**config.mk**
```make
export PLATFORM = sky130hd
export DESIGN_NAME = snoop_cache_ctrl
export DESIGN_NICKNAME = d
export VERILOG_FILES = /design/src/rtl/snoop_cache_ctrl.sv
export SDC_FILE = /design/constraint.sdc
export NUM_CORES = 1
export LEC_CHECK = 0
export CORE_MARGIN = 10
export CORE_UTILIZATION = 40
export DETAILED_ROUTE_END_ITERATION = 8
export SLEW_MARGIN = 15
export SYNTH_ARGS = -nofsm -noshare
export SYNTH_HDL_FRONTEND = slang
export SYNTH_SLANG_ARGS = --single-unit
```
**constraint.sdc**
```tcl
create_clock -name clock -period 3.1 [get_ports clock]
set_input_delay 0.31 -clock clock [delete_from_list [all_inputs] [get_ports clock]]
set_output_delay 0.31 -clock clock [all_outputs]
set_load 0.03 [all_outputs]
```
**src/rtl/snoop_cache_ctrl.sv**
```systemverilog
// MSI snooping cache controller: serves one sequencer request at a time from a
// direct-mapped cache, issues bus messages, and snoops other processors' traffic.
module snoop_cache_ctrl #(
    parameter int LINES   = 4,
    parameter int TIMEOUT = 15
) (
    input  logic       clock,
    input  logic       clear,
    input  logic       req_valid,
    output logic       req_ready,
    input  logic       req_write,
    input  logic [2:0] req_addr,
    input  logic [2:0] req_wdata,
    output logic       resp_valid,
    output logic [2:0] resp_data,
    output logic       bus_req,
    input  logic       bus_gnt,
    output logic [9:0] bus_out,
    input  logic [9:0] bus_in,
    input  logic       bus_in_valid,
    output logic       snoop_hit,
    output logic       snoop_out_valid,
    output logic [9:0] snoop_out
);
    localparam int CW = $clog2(TIMEOUT + 1);

    localparam logic [1:0] CMD_DATA = 2'b00;
    localparam logic [1:0] CMD_WB   = 2'b01;
    localparam logic [1:0] CMD_RD   = 2'b10;
    localparam logic [1:0] CMD_WR   = 2'b11;

    typedef enum logic [1:0] {LINE_I = 2'd0, LINE_S = 2'd1, LINE_M = 2'd2} line_t;
    typedef enum logic [2:0] {IDLE, LOOKUP, EVICT, ISSUE, FILL, RESP} state_t;

    state_t        state, state_nx;
    line_t         line_st   [LINES];
    logic          line_tag  [LINES];
    logic [2:0]    line_data [LINES];

    logic          wr_q;
    logic [2:0]    addr_q, wdata_q;
    logic [1:0]    cmd_q, cmd_nx;
    logic [CW-1:0] cnt;
    logic          own_q;

    logic [1:0]    idx, s_idx;
    logic [1:0]    in_cmd;
    logic [2:0]    in_addr, in_data;
    logic          msg_ok, hit, victim_m, evict_live, grant;
    logic          fill_match, snoop_ev, snoop_match, snoop_wb;

    assign idx     = addr_q[1:0];
    assign in_cmd  = bus_in[7:6];
    assign in_addr = bus_in[5:3];
    assign in_data = bus_in[2:0];
    assign s_idx   = in_addr[1:0];

    // Frames with a non-zero pad field are not well-formed messages and are ignored.
    assign msg_ok      = bus_in_valid && (bus_in[9:8] == 2'b00);
    assign hit         = (line_st[idx] != LINE_I) && (line_tag[idx] == addr_q[2]);
    assign victim_m    = (line_st[idx] == LINE_M) && (line_tag[idx] != addr_q[2]);
    // A snoop that already wrote the victim back leaves nothing to evict.
    assign evict_live  = (state == EVICT) && (line_st[idx] == LINE_M);
    assign grant       = bus_req && bus_gnt;
    // Only one message per cycle, so data reply (00) and write-back (01) never collide.
    assign fill_match  = msg_ok && !in_cmd[1] && (in_addr == addr_q);
    // The cycle after our own grant carries our own message and must not be snooped.
    assign snoop_ev    = msg_ok && !own_q && in_cmd[1];
    assign snoop_match = snoop_ev && (line_tag[s_idx] == in_addr[2]) && (line_st[s_idx] != LINE_I);
    assign snoop_wb    = snoop_match && (line_st[s_idx] == LINE_M);

    always_comb begin
        state_nx = state;
        cmd_nx   = cmd_q;
        case (state)
            IDLE:   if (req_valid) state_nx = LOOKUP;
            LOOKUP: begin
                if (hit && (!wr_q || line_st[idx] == LINE_M)) begin
                    state_nx = RESP;
                end else if (hit) begin
                    state_nx = ISSUE;
                    cmd_nx   = CMD_WR;
                end else begin
                    state_nx = victim_m ? EVICT : ISSUE;
                    cmd_nx   = wr_q ? CMD_WR : CMD_RD;
                end
            end
            EVICT:  if (!evict_live || bus_gnt) state_nx = ISSUE;
            ISSUE:  if (bus_gnt) state_nx = (cmd_q == CMD_WR) ? RESP : FILL;
            FILL: begin
                if (fill_match)                     state_nx = RESP;
                else if (cnt == CW'(TIMEOUT - 1))   state_nx = ISSUE;
            end
            RESP:   state_nx = IDLE;
            default: state_nx = IDLE;
        endcase
    end

    always_comb begin
        req_ready  = (state == IDLE);
        resp_valid = (state == RESP);
        resp_data  = (state == RESP) ? line_data[idx] : 3'b000;
        bus_req    = evict_live || (state == ISSUE);
        bus_out    = '0;
        if (evict_live)
            bus_out = {2'b00, CMD_WB, line_tag[idx], idx, line_data[idx]};
        else if (state == ISSUE)
            bus_out = {2'b00, cmd_q, addr_q, (cmd_q == CMD_WR) ? wdata_q : 3'b000};
    end

    always_ff @(posedge clock) begin
        if (clear) begin
            state           <= IDLE;
            cmd_q           <= CMD_DATA;
            cnt             <= '0;
            own_q           <= 1'b0;
            wr_q            <= 1'b0;
            addr_q          <= '0;
            wdata_q         <= '0;
            snoop_hit       <= 1'b0;
            snoop_out_valid <= 1'b0;
            snoop_out       <= '0;
            for (int i = 0; i < LINES; i++) begin
                line_st[i]   <= LINE_I;
                line_tag[i]  <= 1'b0;
                line_data[i] <= '0;
            end
        end else begin
            state           <= state_nx;
            cmd_q           <= cmd_nx;
            own_q           <= grant;
            snoop_out_valid <= snoop_wb;
            snoop_out       <= snoop_wb ? {2'b00, CMD_WB, in_addr, line_data[s_idx]} : '0;
            if (snoop_ev) snoop_hit <= snoop_match;
            if (snoop_match) begin
                if (in_cmd == CMD_WR)                line_st[s_idx] <= LINE_I;
                else if (line_st[s_idx] == LINE_M)   line_st[s_idx] <= LINE_S;
            end

            // Local updates come after the snoop update so they win on the same line.
            case (state)
                IDLE: if (req_valid) begin
                    wr_q    <= req_write;
                    addr_q  <= req_addr;
                    wdata_q <= req_wdata;
                end
                LOOKUP: if (hit && wr_q && line_st[idx] == LINE_M) begin
                    line_st[idx]   <= LINE_M;
                    line_data[idx] <= wdata_q;
                end
                EVICT: if (grant) line_st[idx] <= LINE_I;
                ISSUE: if (bus_gnt) begin
                    if (cmd_q == CMD_WR) begin
                        line_st[idx]   <= LINE_M;
                        line_tag[idx]  <= addr_q[2];
                        line_data[idx] <= wdata_q;
                    end else begin
                        cnt <= '0;
                    end
                end
                FILL: begin
                    if (fill_match) begin
                        line_st[idx]   <= LINE_S;
                        line_tag[idx]  <= addr_q[2];
                        line_data[idx] <= in_data;
                    end else begin
                        cnt <= cnt + 1'b1;
                    end
                end
                default: ;
            endcase
        end
    end
endmodule

```
== Word-level counts from Yosys, hierarchy flattened ==
Memory sizes are Yosys's and may differ from the RTL's. A register that Yosys moved wholly into a read port is not among the register bits.
Index checks and enable logic that the tools add are counted.

* Bits in registers: 29
* Bits in writable memories: 24
* Output and inout port bits: 28
* Memories kept: 3

{| class="wikitable"
|+ Memories
! memory !! words !! bits a word !! read ports !! clocked after Yosys merged registers in !! wr ports !! RTL line !! RTL
|-
| line_data || 4 || 3 || 2 || 1 || 4 || 38 || <nowiki>logic [2:0] line_data [LINES];</nowiki>
|-
| line_st || 4 || 2 || 2 || 1 || 4 || 36 || <nowiki>line_t line_st [LINES];</nowiki>
|-
| line_tag || 4 || 1 || 2 || 1 || 4 || 37 || <nowiki>logic line_tag [LINES];</nowiki>
|}

* $add $sub $neg: 1
* Equality and inequality tests: 20
* Multiplexer cells: 74
* Bitwise logic cells: 9
* Reductions and logical operators: 36

{| class="wikitable"
|+ Operators with widths
! cell !! number
|-
| 1-bit two-way mux || 39
|-
| 3-bit two-way mux || 11
|-
| 2-bit two-way mux || 16
|-
| 8-bit two-way mux || 2
|-
| 1-bit logical AND || 15
|-
| 3-bit case mux with 5 select lines || 1
|-
| 4-bit two-way mux || 3
|-
| 2-bit equality test, second input constant || 4
|-
| 2-bit inequality test, second input constant || 4
|-
| 4-bit case mux with 2 select lines || 1
|-
| 4-bit AND reduction || 2
|-
| 7-bit two-way mux || 1
|-
| 1-bit OR || 7
|-
| 3-bit by 2-bit equality test with 1-bit output, second input constant || 2
|-
| 3-bit equality test, second input constant || 2
|-
| 2-bit nonzero test || 3
|-
| 2-bit OR reduction || 3
|-
| 4-bit by 1-bit adder with 4-bit output, second input constant || 1
|-
| 4-bit equality test, second input constant || 1
|-
| 1-bit logical NOT || 4
|-
| 2-bit AND reduction || 2
|-
| 3-bit by 1-bit equality test with 1-bit output, second input constant || 1
|-
| 3-bit equality test || 1
|-
| 3-bit logical NOT || 1
|-
| other kinds (9) || 13
|}

== Depth between registers and ports, before layout ==
Gate-level depths: netlist of the first run.

* Depth after elaboration: 13
* Depth in mapped cells: 7
* Gate-level depth less buffers: 6

== Worst setup path after synthesis of the first run ==
OpenSTA, ideal clock, no wires.

* Kind: flip-flop to flip-flop
* Start point: reg state[1]
* End point: reg with a tool-made name
* Setup time: 132 ps
* Arrival time: 2035 ps
* Data required time: 2968 ps
* Slack: 933 ps
* Cell stages (with the launch flop): 7
* Clock period less this slack: 2167 ps
* Cells stage by stage: dfxtp_1 clkbuf_1 nor3_1 and2_1 clkbuf_1 mux2i_1 nor2_1

{| class="wikitable"
|+ RTL lines
! element !! RTL line !! RTL
|-
| start: declaration || 35 || <nowiki>state_t state, state_nx;</nowiki>
|-
| start signal: assignment || 129 || <nowiki>state <= state_nx;</nowiki>
|}

==> results.md, run 1 <==
* Status: finished, final reports clean
* Post-Route WL at 7980 um
* EDFF count, synth at 24
* Final Skew at 0.0138 ns
* Via density at 5.57
* Initial antenna violation count at 0
* Maxcap violations at 0
* Vias in the first global route at 2375
* Clock latency on the worst-skew pair at 0.31 ns
* Most common cell after layout, fill and taps aside: clkdlybuf4s50_1
* Drt pass-1 iters at 4
* DRT antenna net count at 0
* FILL cells at 690
* Area of the multi-input gates at 1540 um2
* Clock sinks at 51
* RSZ-0062 raised after global routing: no
* Total track usage at 14.2%
* YS warnings at 0
* Syn Inst Count at 290
* Final hold violation count at 0
* Worst path arrival time at 2.59 ns
* Max FO, Critical Path at 8
* Post-cts gate resize count at 0
* CP required at 2.79 ns
* Async set-or-reset flop fraction in the synthesized netlist at 0%
* Worst slew pin tran at 0.602 ns
* Floorplan Core Area at 7250 um2
* Setup Slack @ Placement at 0.249 ns
* Starting DRC count in detailed routing at 199
* Post-synthesis cell type count at 61
* Share of cells above drive strength 1 at 12.5%
* Die area at 11300 um2
* Startpoint Class: flip-flop
* Hold buffers post-CTS at 0
* Ys flop type: dfxtp_1
* R2r endpoint: line_st[1][0]
* M3 GR Usage at 3.50%
* Initial Utilization at 41.1%
* Post-route setup TNS at 0 ns
* Post-synthesis register bit count at 51
* CTS buffer count at 5
* Slew HR at 59.7%
* DP HPWL at 6190 um
* CTS tree: done
* Worst-path clk slew at 0.10 ns
* Commonest non-fill, non-tap cells in the layout: clkdlybuf4s50_1 (44), nor2_1 (40), dfxtp_1 (26), edfxtp_1 (24), and2_1 (13)
* FMAX at 0.345 GHz
* R2R setup slack at 0.42 ns
* Max-slew violation count at 0
* Syn avg cell area at 10.3 um2
* Die height at 106 um
* Hold Path End: cmd_q[1]
* HP Class: reg2reg
* # IOs at 50
* Hold Crit Depth at 2
* DR WL/cell at 18.7 um
* Seq. cell area at 1260 um2
* Die Wd at 106 um
* Max Root-Sink Buffers at 2
* Post-CTS setup buffers at 0
* Tmin final at 2.90 ns
* Peak VDD IR at 0.299 mV
* Seq/Total Area, Yosys at 42.4%
* GR Util met1 at 19.1%
* Critical path class: reg2out
* Worst Slack Setup Final at 0.205 ns
* Final GP Congestion at 0.899
* HP Start: cmd_q[1]
* Root Buffer: clkbuf_8
* Final setup violation count at 0
* H-tree levels at 2
* GR peak layer: met2
* Residual DRC count at 0
* Gr ovfl total at 0
* CP endpoint kind: primary output
* Mapped Area at 2980 um2
* Vias at 2372
* Port Buffer Count at 44
* Leakage at 1.33 nW
* Pwr/cell area at 548 nW/um2
* GR Util met2 at 21.9%
* Worst R2R Path Depth at 6
* # rows at 31
* Antenna diodes at 0
* First-pass GRT wire length at 12900 um
* Largest net degree at the start of global routing at 18
* Crit share post-route at 93.4%
* Area growth syn-to-layout at 19.2%
* Layout Nets at 350
## worst max path at each step
stage / end / slack (ns) / depth (start not counted)
finish: bus_out[0] / 0.20 / 6
global route: bus_out[0] / 0.05 / 6
CTS: bus_out[1] / 0.08 / 6
detailed placement: line_st[1][0] / 0.25 / 6
global placement: line_st[1][1] / 0.28 / 6
floorplan: flip-flop / 0.93 / 6
## worst max-delay path, cell delays in order (launching register included)
cell and delay [ns]:
dfxtp_1 0.47, and4bb_2 0.28, nor4_4 0.44, nor3_1 0.08, buf_4 0.18, a22o_1 0.21
clkdlybuf4s50_1 0.60
## synth_stat cells, drive strengths merged, types with 4 or more instances
cell,instances,area [um2]
buf,15,110
nand2,7,26.3
nor2,40,150
a211oi,4,30.0
inv,11,41.3
nand3b,5,37.5
dfxtp,27,541
mux4,10,233
nor2b,6,37.5
nand2b,5,31.3
edfxtp,24,721
nor3,7,35.0
nand3,6,40.0
a21o,7,52.6
mux2i,8,80.1
clkbuf,12,45.0
o21ai,4,20.0
a22o,4,35.0
o22ai,4,25.0
a221o,4,40.0
or3,4,25.0
a21oi,9,45.0
and2,14,90.1
xnor2,5,43.8
## power by group
group | internal [mW] | switching [mW] | leakage, nW
Combinational | 0.289 | 0.355 | 0.822
Clock | 0.158 | 0.225 | 0.0412
Sequential | 0.780 | 0.138 | 0.468
Total | 1.23 | 0.718 | 1.33
## metrics by stage
stage	power (mW)	instances	utilization [%]	area, um2	hold slack (ns)
2_1_floorplan	1.38	294	-	2990	0.432
3_3_place_gp	1.57	418	47.7	3460	0.475
3_5_place_dp	1.57	418	47.7	3460	0.482
4_1_cts	1.95	426	48.9	3550	0.495
5_1_grt	2.06	426	48.9	3550	0.540
6_report	1.95	426	48.9	3550	0.492
## layout make-up
cell class / instances / area share (%)
Tap cell: 99 / 3.49
Clock buffer: 6 / 2.05
Inverter: 11 / 1.16
Timing Repair Buffer: 52 / 14.1
Multi-Input combinational cell: 205 / 43.3
Clock inverter: 2 / 0.353
Sequential cell: 51 / 35.6
## metal layers
metal  wire [um]  part of all wire (%)  up-vias
li1            -                     -     1125
met1        3570                    45     1136
met2        3700                    46      100
met3         613                   7.7       11
met4         104                   1.3        0
met5           0                     0        -
## state kept, by name, indices dropped and copies added, names as in the netlist, 2 cells and up, named ones only
name / count
addr_q: 3
line_data: 12
line_st: 8
snoop_out: 6
state: 3
wdata_q: 3
cnt: 4
line_tag: 4
cmd_q: 2
## logic make-up (layout without fill, tap and decap cells)
| group | after synthesis | after routing | share of synthesized area, % |
|---|---|---|---|
| AND/OR/NAND/NOR | 115 | 115 | 22.8 |
| XOR/XNOR | 7 | 7 | 2.06 |
| multiplexers | 20 | 20 | 11.3 |
| buffers and inverters | 38 | 71 | 6.60 |
| AO/OA/AOI/OAI | 56 | 56 | 13.9 |
| adder cells (fa/ha/maj) | 2 | 2 | 0.840 |
| flip-flops | 51 | 51 | 42.4 |
| other | 1 | 5 | 0.126 |
No activity file was read; power rests on OpenSTA's default activity.
==> run 2, diff against run 1 <==
--- a/config.mk
+++ b/config.mk
@@ -8,6 +8,7 @@
 export CORE_MARGIN = 10
 export CORE_UTILIZATION = 40
 export DETAILED_ROUTE_END_ITERATION = 8
+export PLACE_DENSITY = 0.6
 export SLEW_MARGIN = 15
 export SYNTH_ARGS = -nofsm -noshare
 export SYNTH_HDL_FRONTEND = slang
==> results of run 2 <==
Same layout as run 1: the final DEF is identical, and so are final timing and power.
==> run 3, diff against run 2 <==
--- a/config.mk
+++ b/config.mk
@@ -7,8 +7,11 @@
 export LEC_CHECK = 0
 export CORE_MARGIN = 10
 export CORE_UTILIZATION = 40
+export CTS_CLUSTER_SIZE = 14
 export DETAILED_ROUTE_END_ITERATION = 8
+export GPL_ROUTABILITY_DRIVEN = 0
 export PLACE_DENSITY = 0.6
+export SETUP_SLACK_MARGIN = 0.2
 export SLEW_MARGIN = 15
 export SYNTH_ARGS = -nofsm -noshare
 export SYNTH_HDL_FRONTEND = slang
==> results.md, run 3 (synthesis results as in run 1) <==
* Status: finished, final reports clean
* Number of cells on the critical path at 5 (-1)
* Worst R2R Path Depth at 6 (unchanged)
* Final Skew at 0.0138 ns (-0.00000830 ns)
* Critical path class: reg2out
* R2R setup slack at 0.43 ns (about the same)
* Setup crit end: bus_req
* Max-slew violation count at 0 (unchanged)
* Largest regs: line_data: 12 flops, line_st: 8 flops, snoop_out: 6 flops
* HP Class: reg2reg
* H-tree levels at 2 (unchanged)
* Drt pass-1 iters at 5 (+1)
* Crit path max-delay family: simple AND/OR/NAND/NOR gates
* First-pass GRT wire length at 12900 um (unchanged)
* # IOs at 50 (unchanged)
* Startpoint Class: flip-flop
* Worst path arrival time at 2.39 ns (-0.20 ns)
* # rows at 31 (unchanged)
* Total track usage at 14.2% (unchanged)
* Final hold violation count at 0 (unchanged)
* Root Buffer: clkbuf_8
* Gr ovfl total at 0 (unchanged)
* CP endpoint kind: primary output
* FILL cells at 688 (-0.29%)
* CTS tree: done
* Final setup violation count at 0 (unchanged)
* Dpl cells at 418 (unchanged)
* Share of cells above drive strength 1 at 13.1% (+0.53 points)
* Post-layout util at 49.4% (+0.48 points)
* Area growth syn-to-layout at 20.3%
* Post-route cell area at 3580 um2 (+0.99%)
* DRT antenna net count at 0 (unchanged)
* Maxcap violations at 0 (unchanged)
* Initial Utilization at 41.1% (unchanged)
* Post-route setup TNS at 0 ns (unchanged)
* R2r endpoint: line_st[1][0]
* Power Total at 1.95 mW (+0.35%)
* Max FO, Critical Path at 14 (+6)
* Peak VDD IR at 0.298 mV (-0.49%)
* Most common cell after layout, fill and taps aside: nor2_1
* Biggest register: line_data
* Smallest hold slack at 0.493 ns (+0.00121 ns)
* Residual DRC count at 0 (unchanged)
* CP Cell Sequence: and4bb_2 -> nor4_4 -> a21o_1 -> inv_1 -> clkdlybuf4s50_1
* Die Wd at 106 um (unchanged)
* Worst-path clk slew at 0.10 ns (about the same)
* Die height at 106 um (unchanged)
* CP bufs+invs at 2 (unchanged)
* Antenna diodes at 0 (unchanged)
* DP HPWL at 6190 um (unchanged)
* Max reg flops at 12 (unchanged)
* Worst slew pin tran at 0.609 ns (+0.00675 ns)
* Layout Nets at 352 (+0.57%)
* Slew HR at 59.1% (-0.59 points)
* Dpl cell area at 3460 um2 (unchanged)
* Setup Slack @ Placement at 0.249 ns (unchanged)
* Finished Layout Cells at 428 (+0.47%)
* Vias at 2351 (-0.89%)
* Initial antenna violation count at 0 (unchanged)
* Commonest non-fill, non-tap cells in the layout: nor2_1 (40), clkdlybuf4s50_1 (37), dfxtp_1 (26), edfxtp_1 (24), and2_1 (13)
* Clock latency on the worst-skew pair at 0.31 ns (about the same)
* Worst Slack Setup Final at 0.400 ns (+0.195 ns)
* Via density at 5.49 (-1.3%)
* Port Buffer Count at 44 (unchanged)
* Slowest CP cell: clkdlybuf4s50_1
* CP required at 2.79 ns (about the same)
* Die area at 11300 um2 (unchanged)
* Crit share post-route at 87.1% (-6.3 points)
* Clock sinks at 51 (unchanged)
* Pwr/cell area at 545 nW/um2 (-0.63%)
* Vias in the first global route at 2375 (unchanged)
* Post-Route WL at 8050 um (+0.79%)
* Starting DRC count in detailed routing at 185 (-7.0%)
* Leakage at 1.47 nW (+10%)
* FMAX at 0.370 GHz (+7.2%)
* Largest net degree at the start of global routing at 18 (unchanged)
* Tmin final at 2.70 ns (-0.195 ns)
* RSZ-0062 raised after global routing: no
* Floorplan Core Area at 7250 um2 (unchanged)
* CP peak stage delay at 0.61 ns (about the same)
* CTS buffer count at 5 (unchanged)
* Max Root-Sink Buffers at 2 (unchanged)
* DR WL/cell at 18.8 um (+0.32%)
==> run 3: final cells by class <==
cell class / count / area, um2 / share of cell area [%]
Multi-Input combinational cell: 205 / 1540 / 42.8
Sequential cell: 51 / 1260 / 35.3
Timing Repair Buffer: 54 / 533 / 14.9
Tap cell: 99 / 124 / 3.46
Clock buffer: 6 / 72.6 / 2.03
Inverter: 11 / 41.3 / 1.15
Clock inverter: 2 / 12.5 / 0.349
==> run 3: repair_timing <==
action	4_1_cts	5_1_grt
buffers inserted	0	2
gates resized for setup	1	8
hold buffers	0	0
endpoints found under the setup margin	7	7
pin swaps	0	1
==> run 3: power by group <==
group          internal [mW]  switching (mW)  total, mW
Combinational          0.294           0.355      0.649
Sequential             0.781           0.135      0.917
Clock                  0.158           0.228      0.386
==> run 3: worst min-delay path: stages, from the launching register on <==
cell,delay (ns)
dfxtp_1,0.33
inv_1,0.07
a21oi_1,0.06
==> run 3: metal layers <==
layer | share of wire, % | global-route usage [%] | wire length (um)
met5 | 0 | 0 | 0
met4 | 1.2 | 4.35 | 99
met3 | 6.5 | 3.50 | 519
met2 | 47 | 21.9 | 3760
met1 | 46 | 19.1 | 3670
==> run 3: how the worst min path moves through the flow <==
stage	from	to	cells past startpoint
2_1_floorplan	bus_in[5]	snoop_out[5]	1
3_3_place_gp	cmd_q[1]	cmd_q[1]	2
3_5_place_dp	cmd_q[1]	cmd_q[1]	2
4_1_cts	cmd_q[1]	cmd_q[1]	2
5_1_grt	cmd_q[1]	cmd_q[1]	2
6_report	cmd_q[1]	cmd_q[1]	2
